<file path="config.mk">
export PLATFORM = sky130hd
export DESIGN_NAME = button_conditioner
export DESIGN_NICKNAME = d
export VERILOG_FILES = /design/src/rtl/btn_pkg.sv /design/src/rtl/btn_debounce_ch.sv /design/src/rtl/button_conditioner.sv
export SDC_FILE = /design/constraint.sdc
export NUM_CORES = 1
export LEC_CHECK = 0
export BUFFER_PORTS_ARGS = -buffer_cell sky130_fd_sc_hd__buf_2
export CORE_MARGIN = 1
export CORE_UTILIZATION = 55
export CTS_CLUSTER_DIAMETER = 80
export DETAILED_ROUTE_END_ITERATION = 16
export PLACE_DENSITY = 0.72
export SYNTH_ARGS = -nofsm -noshare
export SYNTH_HDL_FRONTEND = slang
export SYNTH_HIERARCHICAL = 1
export SYNTH_SLANG_ARGS = --single-unit
export TNS_END_PERCENT = 100
</file>
<file path="constraint.sdc">
create_clock -name x1 -period 4.25 [get_ports x1]
set_clock_uncertainty 0.2 [all_clocks]
set_input_delay 0 -clock x1 [delete_from_list [all_inputs] [get_ports x1]]
set_output_delay 0 -clock x1 [all_outputs]
set_load 0.03 [all_outputs]
</file>
<file path="src/rtl/btn_pkg.sv">
// Shared definitions for the button conditioner: channel FSM state encoding and default debounce time.
package btn_pkg;

  typedef enum logic [1:0] {
    ST_IDLE         = 2'b00,
    ST_PRESS_WAIT   = 2'b01,
    ST_HELD         = 2'b10,
    ST_RELEASE_WAIT = 2'b11
  } btn_state_e;

  // 10 ms of stable input at 100 MHz.
  localparam int unsigned DB_CYCLES_DEFAULT = 1_000_000;

  function automatic logic state_is_high(input btn_state_e st);
    return (st == ST_HELD) || (st == ST_RELEASE_WAIT);
  endfunction

endpackage

</file>
<file path="src/rtl/btn_debounce_ch.sv">
// One button channel: 2-flop sync, stable-time counter, 4-state FSM and press/release pulses.
// Raw edge to level/pulse is 2 + DB_CYCLES + 1 cycles; no flow control, pulses last one cycle.
module btn_debounce_ch
  import btn_pkg::*;
#(
  parameter int unsigned DB_CYCLES = DB_CYCLES_DEFAULT
) (
  input  logic clk_i,
  input  logic rst_ni,
  input  logic raw_i,
  output logic level_o,
  output logic press_o,
  output logic release_o
);

  localparam int unsigned     CNT_W    = $clog2(DB_CYCLES) + 1;
  localparam logic [CNT_W-1:0] CNT_LAST = CNT_W'(DB_CYCLES - 1);

  logic [1:0]       sync_q;
  logic             s;
  btn_state_e       state_q, state_d;
  logic [CNT_W-1:0] cnt_q, cnt_d;
  logic             press_q, press_d;
  logic             release_q, release_d;

  always_ff @(posedge clk_i or negedge rst_ni) begin
    if (!rst_ni) begin
      sync_q    <= '0;
      state_q   <= ST_IDLE;
      cnt_q     <= '0;
      press_q   <= 1'b0;
      release_q <= 1'b0;
    end else begin
      sync_q    <= {sync_q[0], raw_i};
      state_q   <= state_d;
      cnt_q     <= cnt_d;
      press_q   <= press_d;
      release_q <= release_d;
    end
  end

  assign s = sync_q[1];

  // Every exit from a WAIT state clears the counter, so it never exceeds CNT_LAST.
  always_comb begin
    state_d   = state_q;
    cnt_d     = cnt_q;
    press_d   = 1'b0;
    release_d = 1'b0;
    case (state_q)
      ST_IDLE: begin
        if (s) begin
          state_d = ST_PRESS_WAIT;
          cnt_d   = '0;
        end
      end
      ST_PRESS_WAIT: begin
        if (!s) begin
          state_d = ST_IDLE;
          cnt_d   = '0;
        end else if (cnt_q == CNT_LAST) begin
          state_d = ST_HELD;
          cnt_d   = '0;
          press_d = 1'b1;
        end else begin
          cnt_d = cnt_q + CNT_W'(1);
        end
      end
      ST_HELD: begin
        if (!s) begin
          state_d = ST_RELEASE_WAIT;
          cnt_d   = '0;
        end
      end
      ST_RELEASE_WAIT: begin
        if (s) begin
          state_d = ST_HELD;
          cnt_d   = '0;
        end else if (cnt_q == CNT_LAST) begin
          state_d   = ST_IDLE;
          cnt_d     = '0;
          release_d = 1'b1;
        end else begin
          cnt_d = cnt_q + CNT_W'(1);
        end
      end
      default: begin
        state_d = ST_IDLE;
        cnt_d   = '0;
      end
    endcase
  end

  assign level_o   = state_is_high(state_q);
  assign press_o   = press_q;
  assign release_o = release_q;

endmodule

</file>
<file path="src/rtl/button_conditioner.sv">
// NUM_BTN independent debounced buttons with level, press/release pulses and, under BTN_TOGGLE_EN,
// a press-toggle latch. Raw edge to output is 2 + DB_CYCLES + 1 x1 cycles; no backpressure.
module button_conditioner
  import btn_pkg::*;
#(
  parameter int          NUM_BTN   = 2,
  parameter int unsigned DB_CYCLES = DB_CYCLES_DEFAULT
) (
  input  logic               x1,
  input  logic               rst_n,
  input  logic [NUM_BTN-1:0] btn_raw,
  output logic [NUM_BTN-1:0] btn_level,
  output logic [NUM_BTN-1:0] btn_press,
  output logic [NUM_BTN-1:0] btn_release,
  output logic [NUM_BTN-1:0] btn_toggle
);

  // btn_level[0] drives the LED counter stop input, btn_level[1] the SSD mode select.
  for (genvar gi = 0; gi < NUM_BTN; gi++) begin : g_ch
    btn_debounce_ch #(
      .DB_CYCLES (DB_CYCLES)
    ) u_ch (
      .clk_i     (x1),
      .rst_ni    (rst_n),
      .raw_i     (btn_raw[gi]),
      .level_o   (btn_level[gi]),
      .press_o   (btn_press[gi]),
      .release_o (btn_release[gi])
    );
  end

`ifdef BTN_TOGGLE_EN
  logic [NUM_BTN-1:0] toggle_q, toggle_d;

  assign toggle_d = toggle_q ^ btn_press;

  always_ff @(posedge x1 or negedge rst_n) begin
    if (!rst_n) begin
      toggle_q <= '0;
    end else begin
      toggle_q <= toggle_d;
    end
  end

  assign btn_toggle = toggle_q;
`else
  assign btn_toggle = '0;
`endif

endmodule

</file>
==> results_dict.tcl <==
set metrics [dict create \
    power.total_uw 1120 \
    die_h_um 75.4 \
    status "complete, no violations" \
    grt_pass1_vias 2017 \
    synth_top_area_share_pct 45.6 \
    synth_warnings 6 \
    drt_iter0_markers 234 \
    insertion_delay_ns 0.31 \
    ant_nets 0 \
    p_sw_share_pct 31.5 \
    rsz0062_at_grt "false" \
    cts_made_buffers 5 \
    dpl.hpwl_um 4130 \
    grt_overflow 0 \
    antenna_found_initial 0 \
    fin_crit_ns 2.30 \
    vias 2409 \
    synth-edff-count 0 \
    yosysUniqueCellTypes 40 \
    r2r-end "g_ch[1].u_ch/cnt_q[16]" \
    grt_pass1_wl_um 9740 \
    cts_resized 0 \
    crit_path_max_fanout 16 \
    io_buffers 9 \
    track_usage_pct 22.8 \
    synth-main-ff-cell "dfrtp_1" \
    start_kind "flip-flop" \
    rrSetupSlack_ns 1.95 \
    syn_inst 325 \
    drc 0 \
    drt-vias-per-instance 6.01 \
    drv_cap 0 \
    htreeDepth 2 \
    grt_max_degree 30 \
    p_int_uw 770 \
    first_pass_iters 4 \
    total_leakage_power_uw 0.00130 \
    r2r_cells 6 \
    hold_buffers 3 \
    clkTransAtPathRegs_ns 0.09 \
    critPathCaptureType "flip-flop" \
    finalCritPeriodShare_pct 54.0 \
    setup_viol 0 \
    hold_violations 0 \
    critical_path_class "flip-flop to flip-flop" \
    cts.sinks 54 \
    worst_pin_slew_ns 1.14 \
    relSlewSlack_pct 23.4 \
    comb_power_share_pct 19.8 \
    pin_count 12 \
    yosysTopAreaCell "dfrtp_1" \
    initial_utilization_pct 57.7 \
    dieArea_mm2 0.00569 \
    startpoint "g_ch[1].u_ch/cnt_q[0]" \
    num_antenna_cells 0 \
    syn_area_per_cell_um2 9.12 \
    synth_area_leaders "dfrtp_1 46%, nand2_1 4.8%, nand3_1 4.4%" \
    place.gp.congestion 0.859 \
    synthToLayoutAreaGrowth_pct 5.95 \
    final_cell_mix "54 x dfrtp_1, 38 x nand2_1, 26 x nand3_1" \
    cts_tree "done" \
    seqPwrFrac_pct 51.6 \
    async_reset_ff_share_pct 100 \
    p_per_area_mw_per_mm2 358 \
    drive_gt1_share_pct 13.3 \
    core-area_mm2 0.00514 \
    die_w_um 75.4 \
    hp-class "input pin to async pin" \
    r2r-start "g_ch[1].u_ch/cnt_q[0]" \
    wl_per_cell_um 15.0 \
    synth_area_mm2 0.00296 \
    ys_seq_area_share_pct 45.6 \
    ys_seq_elements 54 \
    ir_drop_mv 0.198 \
    hold_slack_ns 0.00793 \
    switchingPower_uw 354 \
    crit_required_ns 4.26 \
    row_count 26 \
    wirelength_um 6010 \
    finalSetupTns_ns 0 \
    slew_violations 0 \
    timing.fmax_ghz 0.436 \
    arrival_ns 2.30 \
    final_common_cell "dfrtp_1" \
    finish.net_count 336 \
    endpoint "g_ch[1].u_ch/cnt_q[16]" \
    clock_path_buffers 2 \
    place_ws_ns 1.99 \
    pwr-share-clk_pct 28.6 \
    cts-root-buf "clkbuf_8" \
    cts_setup_buffers 0 \
    fin_ws_ns 1.95 \
]
==> critical path, stage by stage (launching register included) <==
cell     delay [ns]
dfrtp_1        0.42
ha_1           0.20
and3_1         0.31
nand3_2        0.15
o21ai_2        0.57
o21ai_1        0.15
a21o_1         0.19
==> sequential cells by signal, indices dropped and copies added, names as in the netlist, named ones only <==
register / count
g_ch.u_ch/press_o: 2
g_ch.u_ch/cnt_q: 42
g_ch.u_ch/state_q: 2
g_ch.u_ch/sync_q: 4
g_ch.u_ch/release_o: 2
==> worst min-delay path by stage <==
stage                from                      to  slack, ns  cells past startpoint
finish              rst_n  g_ch[1].u_ch/cnt_q[13]      0.008                      2
global route        rst_n   g_ch[0].u_ch/cnt_q[4]       0.09                      2
CTS                 rst_n   g_ch[0].u_ch/cnt_q[5]       0.02                      2
detailed placement  rst_n  g_ch[1].u_ch/cnt_q[12]      -0.18                      1
global placement    rst_n  g_ch[1].u_ch/cnt_q[12]      -0.18                      1
floorplan           rst_n               async pin      -0.50                      0
==> Yosys cell counts (4+ instances only) <==
| library cell | number |
|---|---|
| a21o_1 | 6 |
| a21oi_1 | 20 |
| and3_1 | 6 |
| and4_4 | 6 |
| buf_4 | 4 |
| buf_6 | 4 |
| clkbuf_1 | 6 |
| dfrtp_1 | 54 |
| inv_1 | 10 |
| nand2_1 | 38 |
| nand3_1 | 26 |
| nand3_2 | 4 |
| nand4_1 | 8 |
| nor2_1 | 14 |
| nor3b_1 | 8 |
| nor4_1 | 14 |
| nor4b_1 | 4 |
| o21ai_0 | 22 |
| o21ai_1 | 16 |
| or3_1 | 16 |
==> stage by stage <==
| stage | util [%] | cells | instance area [um2] |
|---|---|---|---|
| 5_1_grt | 61.1 | 401 | 3140 |
| 6_report | 61.1 | 401 | 3140 |
| 4_1_cts | 61.1 | 401 | 3140 |
| 3_5_place_dp | 58.4 | 390 | 3000 |
| 2_1_floorplan | - | 326 | 2970 |
| 3_3_place_gp | 58.4 | 390 | 3000 |
==> power by group through the flow <==
stage / logic [uW] / registers (uW) / clock network (uW)
finish: 223 / 579 / 322
global route: 247 / 587 / 355
CTS: 221 / 579 / 335
detailed placement: 217 / 589 / 0
global placement: 217 / 587 / 0
floorplan: 178 / 582 / 0
==> cell families (layout without fill, tap and decap cells) <==
family | count (synthesis) | count (layout) | share of synthesized area (%)
AOI/OAI and AO/OA | 74 | 74 | 14.2
and+or+nand+nor | 160 | 160 | 31.5
buffers and inverters | 26 | 31 | 4.90
DFF | 54 | 54 | 45.6
adders and majority gates | 2 | 2 | 0.844
other | 1 | 2 | 0.127
muxes | 4 | 4 | 1.69
xor gates and xnor gates | 4 | 4 | 1.18
==> cell type report <==
| class | count | area, um2 |
|---|---|---|
| clock buffer | 8 | 110 |
| timing repair buffer | 13 | 82.6 |
| fill | 445 | 2000 |
| sequential | 54 | 1350 |
| multi-input combinational | 246 | 1470 |
| tap | 70 | 87.6 |
| inverter | 10 | 37.5 |
==> per-layer routing <==
| metal | track usage [%] | part of all wire (%) |
|---|---|---|
| met2 | 31.7 | 42 |
| met5 | 0 | 0 |
| met4 | 7.41 | 1.3 |
| met3 | 4.76 | 6.3 |
| met1 | 35.0 | 51 |
No activity file was read; power rests on OpenSTA's default activity.
